$ cat config.mk
export PLATFORM = sky130hd
export DESIGN_NAME = byte_word_packer_flat
export DESIGN_NICKNAME = d
export VERILOG_FILES = /design/src/rtl/byte_word_packer_pkg.sv /design/src/rtl/byte_word_packer_if.sv /design/src/rtl/byte_word_packer_parity_gen.sv /design/src/rtl/byte_word_packer.sv /design/src/flat_wrapper.sv
export SDC_FILE = /design/constraint.sdc
export NUM_CORES = 1
export LEC_CHECK = 0
export ABC_AREA = 1
export BUFFER_PORTS_ARGS = -buffer_cell sky130_fd_sc_hd__buf_2
export CAP_MARGIN = 30
export CORE_MARGIN = 2
export CORE_UTILIZATION = 58
export CTS_BUF_LIST = sky130_fd_sc_hd__clkbuf_8
export DETAILED_ROUTE_END_ITERATION = 8
export PLACE_DENSITY = 0.87
export SKIP_CTS_REPAIR_TIMING = 1
export SLEW_MARGIN = 20
export SYNTH_ARGS = -nofsm -noshare
export SYNTH_HDL_FRONTEND = slang
export SYNTH_SLANG_ARGS = --single-unit
$ cat constraint.sdc
create_clock -name clk -period 2.3 [get_ports clk]
set_input_delay 0 -clock clk [delete_from_list [all_inputs] [get_ports clk]]
set_output_delay 0 -clock clk [all_outputs]
set_load 0.05 [all_outputs]
$ cat src/rtl/byte_word_packer_pkg.sv
// byte_word_packer_pkg: shared types and default sizes for the byte-to-word packer
package byte_word_packer_pkg;
  localparam int DEF_IN_W = 8;
  localparam int DEF_LANES = 4;
  localparam int CNT_W = 16;
  typedef enum logic [1:0] {IDLE, FILL, HOLD} packer_state_t;
endpackage

$ cat src/rtl/byte_word_packer_if.sv
// byte_word_packer_if: byte-in / word-out handshake bundle
// slave  = packer side: data_in/valid_in/last_in/ready_out in; ready_in, data_out/keep_out/last_out/valid_out, word_cnt out
// master = producer/consumer side, opposite directions
// parity_out exists only when BYTE_WORD_PACKER_PARITY_EN is defined
interface byte_word_packer_if
  import byte_word_packer_pkg::*;
#(
  parameter int IN_W = DEF_IN_W,
  parameter int LANES = DEF_LANES
);
  logic [IN_W-1:0] data_in;
  logic valid_in;
  logic last_in;
  logic ready_in;
  logic [IN_W*LANES-1:0] data_out;
  logic [LANES-1:0] keep_out;
  logic last_out;
  logic valid_out;
  logic ready_out;
  logic [CNT_W-1:0] word_cnt;
`ifdef BYTE_WORD_PACKER_PARITY_EN
  logic [LANES-1:0] parity_out;
  modport slave (input data_in, valid_in, last_in, ready_out,
                 output ready_in, data_out, keep_out, last_out, valid_out, word_cnt, parity_out);
  modport master (output data_in, valid_in, last_in, ready_out,
                  input ready_in, data_out, keep_out, last_out, valid_out, word_cnt, parity_out);
`else
  modport slave (input data_in, valid_in, last_in, ready_out,
                 output ready_in, data_out, keep_out, last_out, valid_out, word_cnt);
  modport master (output data_in, valid_in, last_in, ready_out,
                  input ready_in, data_out, keep_out, last_out, valid_out, word_cnt);
`endif
endinterface

$ cat src/rtl/byte_word_packer_parity_gen.sv
// packer_parity_gen: per-lane even parity, forced to 0 on lanes without a real byte
// data: packed lanes in; keep: lane-valid flags in; parity: masked lane parity out
module packer_parity_gen #(
  parameter int IN_W = 8,
  parameter int LANES = 4
) (
  input  logic [LANES-1:0][IN_W-1:0] data,
  input  logic [LANES-1:0] keep,
  output logic [LANES-1:0] parity
);
  for (genvar i = 0; i < LANES; i++) begin : g_lane
    assign parity[i] = keep[i] & ^data[i];
  end
endmodule

$ cat src/rtl/byte_word_packer.sv
// byte_word_packer: packs an IN_W-bit byte stream into LANES-lane words with keep/last flags
// clk, rst (async, active-high); bus (slave modport): byte handshake in, word handshake out, word_cnt
// BYTE_WORD_PACKER_PARITY_EN adds per-lane parity_out latched with the word
module byte_word_packer
  import byte_word_packer_pkg::*;
#(
  parameter int IN_W = DEF_IN_W,
  parameter int LANES = DEF_LANES
) (
  input logic clk,
  input logic rst,
  byte_word_packer_if.slave bus
);
  localparam int IW = $clog2(LANES);
  localparam logic [IW-1:0] LAST_LANE = IW'(LANES - 1);
  packer_state_t state;
  logic [IW-1:0] idx;
  logic [LANES-1:0][IN_W-1:0] data_q;
  logic [LANES-1:0] keep_q;
  logic last_q;
  logic [CNT_W-1:0] cnt_q;
  logic byte_xfer, word_xfer, start, close;
  assign bus.ready_in = state != HOLD || bus.ready_out;
  assign byte_xfer = bus.valid_in && bus.ready_in;
  assign word_xfer = state == HOLD && bus.ready_out;
  // a byte outside FILL always begins a fresh word (from IDLE, or alongside a word hand-off)
  assign start = byte_xfer && state != FILL;
  assign close = bus.last_in || idx == LAST_LANE;
  always_ff @(posedge clk or posedge rst)
    if (rst) begin
      state <= IDLE;
      idx <= '0;
      data_q <= '0;
      keep_q <= '0;
      last_q <= 1'b0;
      cnt_q <= '0;
    end else begin
      if (word_xfer) cnt_q <= cnt_q + 1'b1;
      if (start) begin
        data_q <= (IN_W*LANES)'(bus.data_in);
        keep_q <= LANES'(1);
        last_q <= bus.last_in;
        state <= bus.last_in ? HOLD : FILL;
        idx <= bus.last_in ? '0 : IW'(1);
      end else if (byte_xfer) begin
        data_q[idx] <= bus.data_in;
        keep_q[idx] <= 1'b1;
        last_q <= bus.last_in;
        state <= close ? HOLD : FILL;
        idx <= close ? '0 : idx + 1'b1;
      end else if (word_xfer) state <= IDLE;
    end
  assign bus.valid_out = state == HOLD;
  assign bus.data_out = data_q;
  assign bus.keep_out = keep_q;
  assign bus.last_out = last_q;
  assign bus.word_cnt = cnt_q;
`ifdef BYTE_WORD_PACKER_PARITY_EN
  packer_parity_gen #(.IN_W(IN_W), .LANES(LANES)) u_parity (
    .data(data_q),
    .keep(keep_q),
    .parity(bus.parity_out)
  );
`endif
endmodule

$ cat src/flat_wrapper.sv
// flat-port wrapper written by rule: the top's interface ports become plain ports
module byte_word_packer_flat import byte_word_packer_pkg::*;
#(
  parameter int IN_W = DEF_IN_W,
  parameter int LANES = DEF_LANES
)
  (clk, rst, bus_data_in, bus_valid_in, bus_last_in, bus_ready_out, bus_ready_in, bus_data_out, bus_keep_out, bus_last_out, bus_valid_out, bus_word_cnt);
  byte_word_packer_if #(.IN_W(IN_W), .LANES(LANES)) bus_i ();
  input logic clk;
  input logic rst;
  input wire logic [$bits(bus_i.data_in)-1:0] bus_data_in;
  input wire logic [$bits(bus_i.valid_in)-1:0] bus_valid_in;
  input wire logic [$bits(bus_i.last_in)-1:0] bus_last_in;
  input wire logic [$bits(bus_i.ready_out)-1:0] bus_ready_out;
  output wire logic [$bits(bus_i.ready_in)-1:0] bus_ready_in;
  output wire logic [$bits(bus_i.data_out)-1:0] bus_data_out;
  output wire logic [$bits(bus_i.keep_out)-1:0] bus_keep_out;
  output wire logic [$bits(bus_i.last_out)-1:0] bus_last_out;
  output wire logic [$bits(bus_i.valid_out)-1:0] bus_valid_out;
  output wire logic [$bits(bus_i.word_cnt)-1:0] bus_word_cnt;
  assign bus_i.data_in = bus_data_in;
  assign bus_i.valid_in = bus_valid_in;
  assign bus_i.last_in = bus_last_in;
  assign bus_i.ready_out = bus_ready_out;
  assign bus_ready_in = bus_i.ready_in;
  assign bus_data_out = bus_i.data_out;
  assign bus_keep_out = bus_i.keep_out;
  assign bus_last_out = bus_i.last_out;
  assign bus_valid_out = bus_i.valid_out;
  assign bus_word_cnt = bus_i.word_cnt;
  byte_word_packer #(.IN_W(IN_W), .LANES(LANES)) u_core (.clk(clk), .rst(rst), .bus(bus_i));
endmodule
Word level (Yosys, flattened, before mapping)
Index checks and enable logic that the tools add are counted.
{"block": "op_classes", "addsub": 2, "order_cmp": 2, "n_eq_ne": 4, "muxes": 20, "n_bitwise": 1, "reduce_logical": 8}
{"operator": "two-way mux 32 bit", "count": 2}
{"operator": "bitwise mux 32 bit", "count": 1}
{"operator": "adder 16 x 1 -> 16 bit, second input constant", "count": 1}
{"operator": "demux 8 bit (select 2 bit)", "count": 1}
{"operator": "two-way mux 2 bit", "count": 8}
{"operator": "two-way mux 4 bit", "count": 2}
{"operator": "two-way mux 8 bit", "count": 1}
{"operator": "== test 2 bit, second input constant", "count": 2}
{"operator": "logical AND 1 bit", "count": 4}
{"operator": "two-way mux 1 bit", "count": 4}
{"operator": "OR 4 bit", "count": 1}
{"operator": "less-than comparator 2 x 3 -> 1 bit, second input constant", "count": 1}
{"operator": "nonzero test 3 bit", "count": 1}
{"operator": "adder 2 x 1 -> 2 bit, second input constant", "count": 1}
{"operator": "demux 1 bit (select 2 bit)", "count": 1}
{"operator": "greater-or-equal comparator 2 x 1 -> 1 bit, second input constant", "count": 1}
{"operator": "logical OR 1 bit", "count": 2}
{"operator": "inequality test 2 x 1 -> 1 bit, second input constant", "count": 1}
{"operator": "inequality test 2 bit, second input constant", "count": 1}
{"operator": "nonzero test 2 bit", "count": 1}
{"block": "totals", "reg_bits": 57, "input_bits": 13, "out_inout_bits": 55}

Longest topological paths before layout
Gate-level depths: netlist of the first run.
{"block": "depth", "ltp_word": 7, "ltp_mapped": 9, "mapped_depth_nobuf": 8}

Worst setup path after synthesis of the first run
Ideal clock, no wire load.
{"block": "synth_path", "kind": "register -> register", "start": "register u_core.state[1]", "end": "register u_core.data_q, in the netlist u_core.bus.data_out[7]", "setup_ns": 0.076, "arrival_ns": 1.597, "required_time_ns": 2.224, "setup_slack_ns": 0.626, "path_stages_with_launch": 10, "path_buffers": 1, "period_less_slack_ns": 1.674, "cell_sequence": "dfrtp_1 -> inv_2 -> nor2_4 -> nand2_4 -> nand2_8 -> inv_4 -> o21ai_4 -> buf_6 -> nand2_1 -> o21ai_1"}
{"block": "synth_via", "elab_chain_cells": 5, "word_cells_on_any_way": 7}
{"item": "start, declared", "line_no": "byte_word_packer.sv:16", "source": "packer_state_t state;"}
{"item": "start signal, assigned", "line_no": "byte_word_packer.sv:43", "source": "state <= bus.last_in ? HOLD : FILL;"}
{"item": "start signal, assigned", "line_no": "byte_word_packer.sv:49", "source": "state <= close ? HOLD : FILL;"}
{"item": "inequality test 2 bit *", "line_no": "byte_word_packer.sv:23", "source": "assign bus.ready_in = state != HOLD || bus.ready_out;"}
{"item": "logical OR 1 bit *", "line_no": "byte_word_packer.sv:23"}
{"item": "net bus_ready_in", "line_no": "flat_wrapper.sv:15", "source": "output wire logic [$bits(bus_i.ready_in)-1:0] bus_ready_in;"}
{"item": "logical AND 1 bit *", "line_no": "byte_word_packer.sv:24", "source": "assign byte_xfer = bus.valid_in && bus.ready_in;"}
{"item": "logical AND 1 bit", "line_no": "byte_word_packer.sv:27", "source": "assign start = byte_xfer && state != FILL;"}
{"item": "two-way mux 32 bit or nonzero test 2 bit (tied branches)"}
{"item": "end signal, assigned", "line_no": "byte_word_packer.sv:40", "source": "data_q <= (IN_W*LANES)'(bus.data_in);"}
{"item": "end signal, assigned by index", "line_no": "byte_word_packer.sv:46", "source": "data_q[idx] <= bus.data_in;"}
{"item": "end, declared", "line_no": "byte_word_packer.sv:18", "source": "logic [LANES-1:0][IN_W-1:0] data_q;"}
Mark *: on every way through the listed nets, which the timed path passes. The rest lies on a longest branch.
A chain may end at the register's enable or synchronous reset.

Final worst setup path of the first run
{"block": "layout_path", "start": "register u_core.state[1]", "end": "register u_core.data_q, in the netlist u_core.bus.data_out[25]"}
{"block": "layout_via", "elab_chain_cells": 5, "word_cells_on_any_way": 7}
{"item": "inequality test 2 bit", "line_no": "byte_word_packer.sv:23"}
{"item": "logical OR 1 bit", "line_no": "byte_word_packer.sv:23"}
{"item": "logical AND 1 bit", "line_no": "byte_word_packer.sv:24"}
{"item": "logical AND 1 bit", "line_no": "byte_word_packer.sv:27"}
{"item": "two-way mux 32 bit or nonzero test 2 bit (tied branches)"}
Parallel ways exist; a longest one is shown, timed or not.

==> impl_metrics.tcl, run 1 <==
set metrics [dict create \
    synth_flop_cell "dfrtp_1" \
    synthMuxAreaShare_pct 0 \
    io_buffer_count 67 \
    yosysSeqAreaShare_pct 55.2 \
    synth_nets 311 \
    r2r-end "u_core.bus.data_out[25]" \
    area_growth_pct 26.8 \
    synth_compound_gate_area_share_pct 3.63 \
    crit_type "reg2reg" \
    vias 2201 \
    path_depth 8 \
    synthSimpleGateAreaFrac_pct 29.2 \
    status "complete, but fails checks" \
    dpl.hpwl_mm 4.09 \
    reg2reg_setup_slack_ns 0.75 \
    crit_start "u_core.state[1]" \
    synth-xor-area-share_pct 3.73 \
    yosysUniqueCellTypes 23 \
    cts-root-buf "clkbuf_8" \
    drc 0 \
    diodes 0 \
    drtAntennaViolNets 0 \
    async_flop_share_pct 100 \
    tightestPinTransition_ns 0.468 \
    p_total_uw 3710 \
    ys.warnings.count 0 \
    fin_skew_ns 0.00919 \
    fin_setup_tns_ns 0 \
    synth_top_family_by_area "simple AND/OR/NAND/NOR gates" \
    rsz0062_at_grt "false" \
    worstSetupEndpointType "flop" \
    fmax_ghz 0.644 \
    final-hold-violation-count 1 \
    nets 398 \
    finalSetupViolCount 0 \
    clk_latency_ns 0.34 \
    hp-class "in2reg" \
    power_density_mw_per_mm2 1130 \
    cp_num_buf_inv 1 \
    synth_adder_area_share_pct 2.42 \
    p_leak_uw 0.00192 \
    grt_use_total_pct 25.0 \
    wl_per_cell_um 13.5 \
    relSlewSlack_pct 68.7 \
    synth-edff-count 0 \
    endpoint "u_core.bus.data_out[25]" \
    netlist.area_leader.share_pct 55.2 \
    avgSynthCellArea_um2 8.82 \
    hold_depth 3 \
    drive_gt1_share_pct 26.2 \
    min_period_over_period_pct 67.5 \
    netlist_area_mm2 0.00258 \
    cpMaxStageDelayCell "dfrtp_1" \
    cts_tree "done" \
    drt_iter0_markers 157 \
    wl_mm 5.89 \
    die_w_um 70.7 \
    place_congestion 0.843 \
    start_util_pct 59.8 \
    grt_pass1_wl_mm 9.61 \
    synth_area_leader_cell "dfrtp_1" \
    grt_max_degree 58 \
    firstDrtPassIters 4 \
    final_common_cell "nand2_1" \
    overflow 0 \
    die_h_um 70.7 \
    grt_pass1_vias 2066 \
    rows 24 \
    cp.arrival_ns 1.78 \
    ys_ff_latch 57 \
    htreeDepth 3 \
    holdWs_ns -0.0143 \
    cts_sinks 57 \
    cts_max_path_buffers 2 \
    cp_top_family "simple AND/OR/NAND/NOR gates" \
    violations "negative hold slack" \
    dieArea_mm2 0.00500 \
    synth_top_cells_by_area "dfrtp_1, nand2_1, inv_1" \
    clk_pin_slew_worst_paths_ns 0.06 \
    peakVddDrop_mv 0.752 \
    numCtsBuffers 9 \
    antenna_found_initial 0 \
    pin_count 68 \
    layout_common_cells "nand2_1, buf_2, dfrtp_1, inv_1, nor2_1" \
    cpPeakStageDelay_ns 0.47 \
    reg2reg_from "u_core.state[1]" \
    slew_violations 0 \
    synth_cells 293 \
    reg2reg_depth 8 \
    cp_data_required_time_ns 2.52 \
    core_area_mm2 0.00432 \
    start_kind "flop" \
    path_cells "inv_2, nor2_4, nand2_4, nand2_8, nor2_2, nor2_4, nand2_1, nand2_1" \
    min_period_ns 1.55 \
    critPathMaxFanout 10 \
    via_per_inst 5.04 \
    drv_cap 0 \
]
## synth_stat cells (2+ instances only)
master,instances
o21a_1,3
nand4_1,3
nor2_2,4
nor2_4,6
xor2_1,5
dfrtp_1,57
inv_1,33
ha_1,5
nand2_1,112
nor3_1,3
xnor2_1,6
nand3_1,14
nor2_1,22
inv_2,2
o21ai_0,10
## worst min-delay path by stage
stage,start,to,slack [ns]
after detailed placement,rst,u_core.bus.word_cnt[9],0.08
after global placement,rst,u_core.bus.word_cnt[9],0.08
after floorplan,bus_last_in,u_core.state[1],0.13
after global routing,bus_data_in[5],u_core.bus.data_out[5],0.01
final,bus_data_in[5],u_core.bus.data_out[5],-0.01
after CTS,rst,u_core.bus.word_cnt[9],-0.28
## state kept, by name, indices dropped and copies added, names as in the netlist
register             count
u_core.bus.last_out      1
u_core.bus.keep_out      4
u_core.state             2
u_core.idx               2
u_core.bus.data_out     32
u_core.bus.word_cnt     16
## power breakdown
| part | leakage, uW | internal [uW] | switching [uW] |
|---|---|---|---|
| combinational | 0.00106 | 338 | 1150 |
| clock | 0.000107 | 501 | 383 |
| sequential | 0.000751 | 1190 | 153 |
| total | 0.00192 | 2030 | 1680 |
## routing by layer
layer / up-vias / GRT usage (%) / share of wire, %
li1: 1071 / - / -
met4: 0 / 14.5 / 3.3
met5: - / 0 / 0
met3: 20 / 7.69 / 5.7
met2: 77 / 35.3 / 47
met1: 1033 / 34.2 / 44
## cells by family (layout without fill, tap and decap cells)
logic type,after synthesis,after routing
AND/OR/NAND/NOR,168,168
flip-flops,57,57
buffers and inverters,37,129
AO/OA/AOI/OAI,15,15
XOR/XNOR,11,11
adder cells (fa/ha/maj),5,5
## stage by stage
step                      instances  utilization, %  worst slack (ns)  instance area [um^2]  hold WS (ns)
after detailed placement        412            69.2             0.761                  2990        0.0814
after CTS                       428            73.7             0.748                  3190        -0.276
after global placement          412            69.2             0.820                  2990        0.0754
after global routing            437            75.8             0.637                  3280        0.0122
after floorplan                 293               -             0.626                  2580         0.133
final                           437            75.8             0.747                  3280       -0.0143
## final cells by class
cell class,count,area (um^2)
clock buffers,13,179
clock inverters,3,13.8
fillers,311,1050
inverters,36,138
multi-input cells,199,1010
flip-flops and latches,57,1430
well taps,52,65.1
repair buffers,77,445
## worst reg2reg max path: stages (launching register included)
cell     delay, ns
dfrtp_1       0.47
inv_2         0.12
nor2_4        0.05
nand2_4       0.09
nand2_8       0.09
nor2_2        0.38
nor2_4        0.12
nand2_1       0.09
nand2_1       0.05
No activity file was read; power rests on OpenSTA's default activity.
==> inputs of run 2 (changes only) <==
Settings changed: CORE_UTILIZATION 58 to 54, PLACE_DENSITY 0.87 to 0.81.
Clock period 2.3 ns to 1.55 ns, I/O delays scaled along.
==> run 2 against run 1 <==
  * The flow now finishes without violations
  * Combinational power rose by 53%
  * Hold slack gained 0.053 ns
  * Largest power group unchanged
  * Highest routed layer unchanged
  * Clock power rose by 55%
  * Critical path type unchanged
  * Critical path depth unchanged
  * Die area is 7.0% higher
  * Register-to-register slack worse by 0.64 ns
==> impl_metrics.tcl, run 2 (synthesis results as in run 1) <==
set metrics [dict create \
    status "complete, no violations" \
    grt_use_total_pct 22.1 \
    peakVddDrop_mv 0.967 \
    drtAntennaViolNets 0 \
    intPower_uw 3140 \
    htreeDepth 3 \
    grt_pass1_wl_mm 8.90 \
    rsz0062_at_grt "false" \
    tightestPinTransition_ns 0.459 \
    overflow 0 \
    start_util_pct 55.4 \
    swShare_pct 44.3 \
    fin_skew_ns 0.00601 \
    cts_tree "done" \
    diodes 0 \
    layout_common_cells "nand2_1, buf_2, dfrtp_1, inv_1, nor2_1" \
    p_total_uw 5640 \
    io_buffer_count 67 \
    cp_num_buf_inv 2 \
    drt_iter0_markers 229 \
    crit_type "reg2reg" \
    grt_max_degree 39 \
    slew_violations 0 \
    grt_pass1_vias 1915 \
    cts_max_path_buffers 2 \
    fmax_ghz 0.691 \
    numPlacedInstances 417 \
    largest_reg_flops 32 \
    antenna_found_initial 0 \
    fin_setup_tns_ns 0 \
    wl_mm 5.70 \
    drv_cap 0 \
    cts_sinks 57 \
    clk_pin_slew_worst_paths_ns 0.06 \
    finalSetupViolCount 0 \
    via_per_inst 4.96 \
    cts-root-buf "clkbuf_8" \
    power_density_mw_per_mm2 1680 \
    dpl.hpwl_mm 4.00 \
    numCtsBuffers 9 \
    cp_data_required_time_ns 1.77 \
    pin_count 68 \
    min_period_ns 1.45 \
    rows 25 \
    vias 2198 \
    relSlewSlack_pct 69.4 \
    min_period_over_period_pct 93.4 \
    wl_per_cell_um 12.9 \
    worstSetupEndpointType "flop" \
    cpPeakStageDelay_ns 0.45 \
    final_common_cell "nand2_1" \
    firstDrtPassIters 4 \
    start_kind "flop" \
    cpMaxStageDelayCell "dfrtp_2" \
    p_comb_share_pct 40.2 \
    power_frac_seq_pct 35.4 \
    final-hold-violation-count 0 \
    path_cells "inv_2, nor2_4, nand2_8, nand2_8, nor2_4, inv_1, nand3_1, nand2_1" \
    switching_power_uw 2500 \
    hp-class "in2reg" \
    p_leak_uw 0.00194 \
    core_area_mm2 0.00466 \
    pre_cts_ws_ns 0.103 \
    fin_cells 443 \
    nets 403 \
    clk_latency_ns 0.33 \
    die_h_um 73.2 \
    place_congestion 0.794 \
    area_growth_pct 29.8 \
    cp_top_family "simple AND/OR/NAND/NOR gates" \
    setup_slack_ns 0.103 \
    p_clk_share_pct 24.3 \
    drc 0 \
    die_w_um 73.2 \
    cp.arrival_ns 1.66 \
    drive_gt1_share_pct 27.8 \
    critPathMaxFanout 9 \
    dieArea_mm2 0.00535 \
]
run 2: cell types whose count changed in the layout (fill, tap and decap cells not counted):
cell / previous run / this run
buf_4: 0 / 3
clkbuf_8: 13 / 11
nor2_1: 22 / 21
dlygate4sd3_1: 9 / 10
dfrtp_2: 0 / 3
nand2_4: 1 / 0
dfrtp_1: 57 / 54
nand2_8: 1 / 2
bufinv_16: 0 / 1
buf_12: 1 / 2
nor2_4: 6 / 7
run 2: routing by layer:
layer	track usage [%]	vias to the layer above	share of wire, %
li1	-	1079	-
met1	31.3	1038	46
met2	32.1	65	47
met3	4.70	16	4.8
met4	11.3	0	2.6
met5	0	-	0
run 2: worst register-to-register path: cells and delay by family, from the launching register on:
family                 cells  cell delay [ns]
AND/OR/NAND/NOR            6             0.62
buffers and inverters      2             0.26
flip-flops                 1             0.45
run 2: power groups by stage:
stage          Clock (uW)  Combinational, uW  Sequential, uW
6_report             1370               2270            2000
5_1_grt              1460               2430            2040
4_1_cts              1390               2210            2000
3_5_place_dp            0               2200            2020
3_3_place_gp            0               2160            2010
2_1_floorplan           0                890            2820
run 2: layout make-up:
cell class / count / area [um^2]
Sequential cell: 57 / 1430
Fill cell: 358 / 1310
Multi-Input combinational cell: 199 / 1020
Timing Repair Buffer: 82 / 498
Clock buffer: 11 / 151
Inverter: 36 / 138
Tap cell: 54 / 67.6
Clock inverter: 4 / 43.8
run 2: final timing paths:
path                                              from                      end  slack (ns)  cells after the start
worst max-delay path                   u_core.state[1]  u_core.bus.data_out[16]        0.10                      8
worst min-delay path                      bus_valid_in      u_core.bus.last_out        0.04                      3
worst max register to register         u_core.state[1]  u_core.bus.data_out[16]        0.10                      8
worst min register to register  u_core.bus.keep_out[0]   u_core.bus.keep_out[0]        0.46                      2
max in group asynchronous                          rst   u_core.bus.data_out[0]        0.78                      4
min in group asynchronous                          rst  u_core.bus.word_cnt[10]        0.23                      3
run 2: metrics by stage:
stage | util (%) | hold slack [ns] | instance area [um^2]
after global routing | 71.9 | 0.0566 | 3350
final | 71.9 | 0.0391 | 3350
after global placement | 65.0 | 0.0294 | 3030
after floorplan | - | 0.133 | 2600
after detailed placement | 65.0 | 0.0386 | 3030
after CTS | 69.2 | -0.314 | 3230
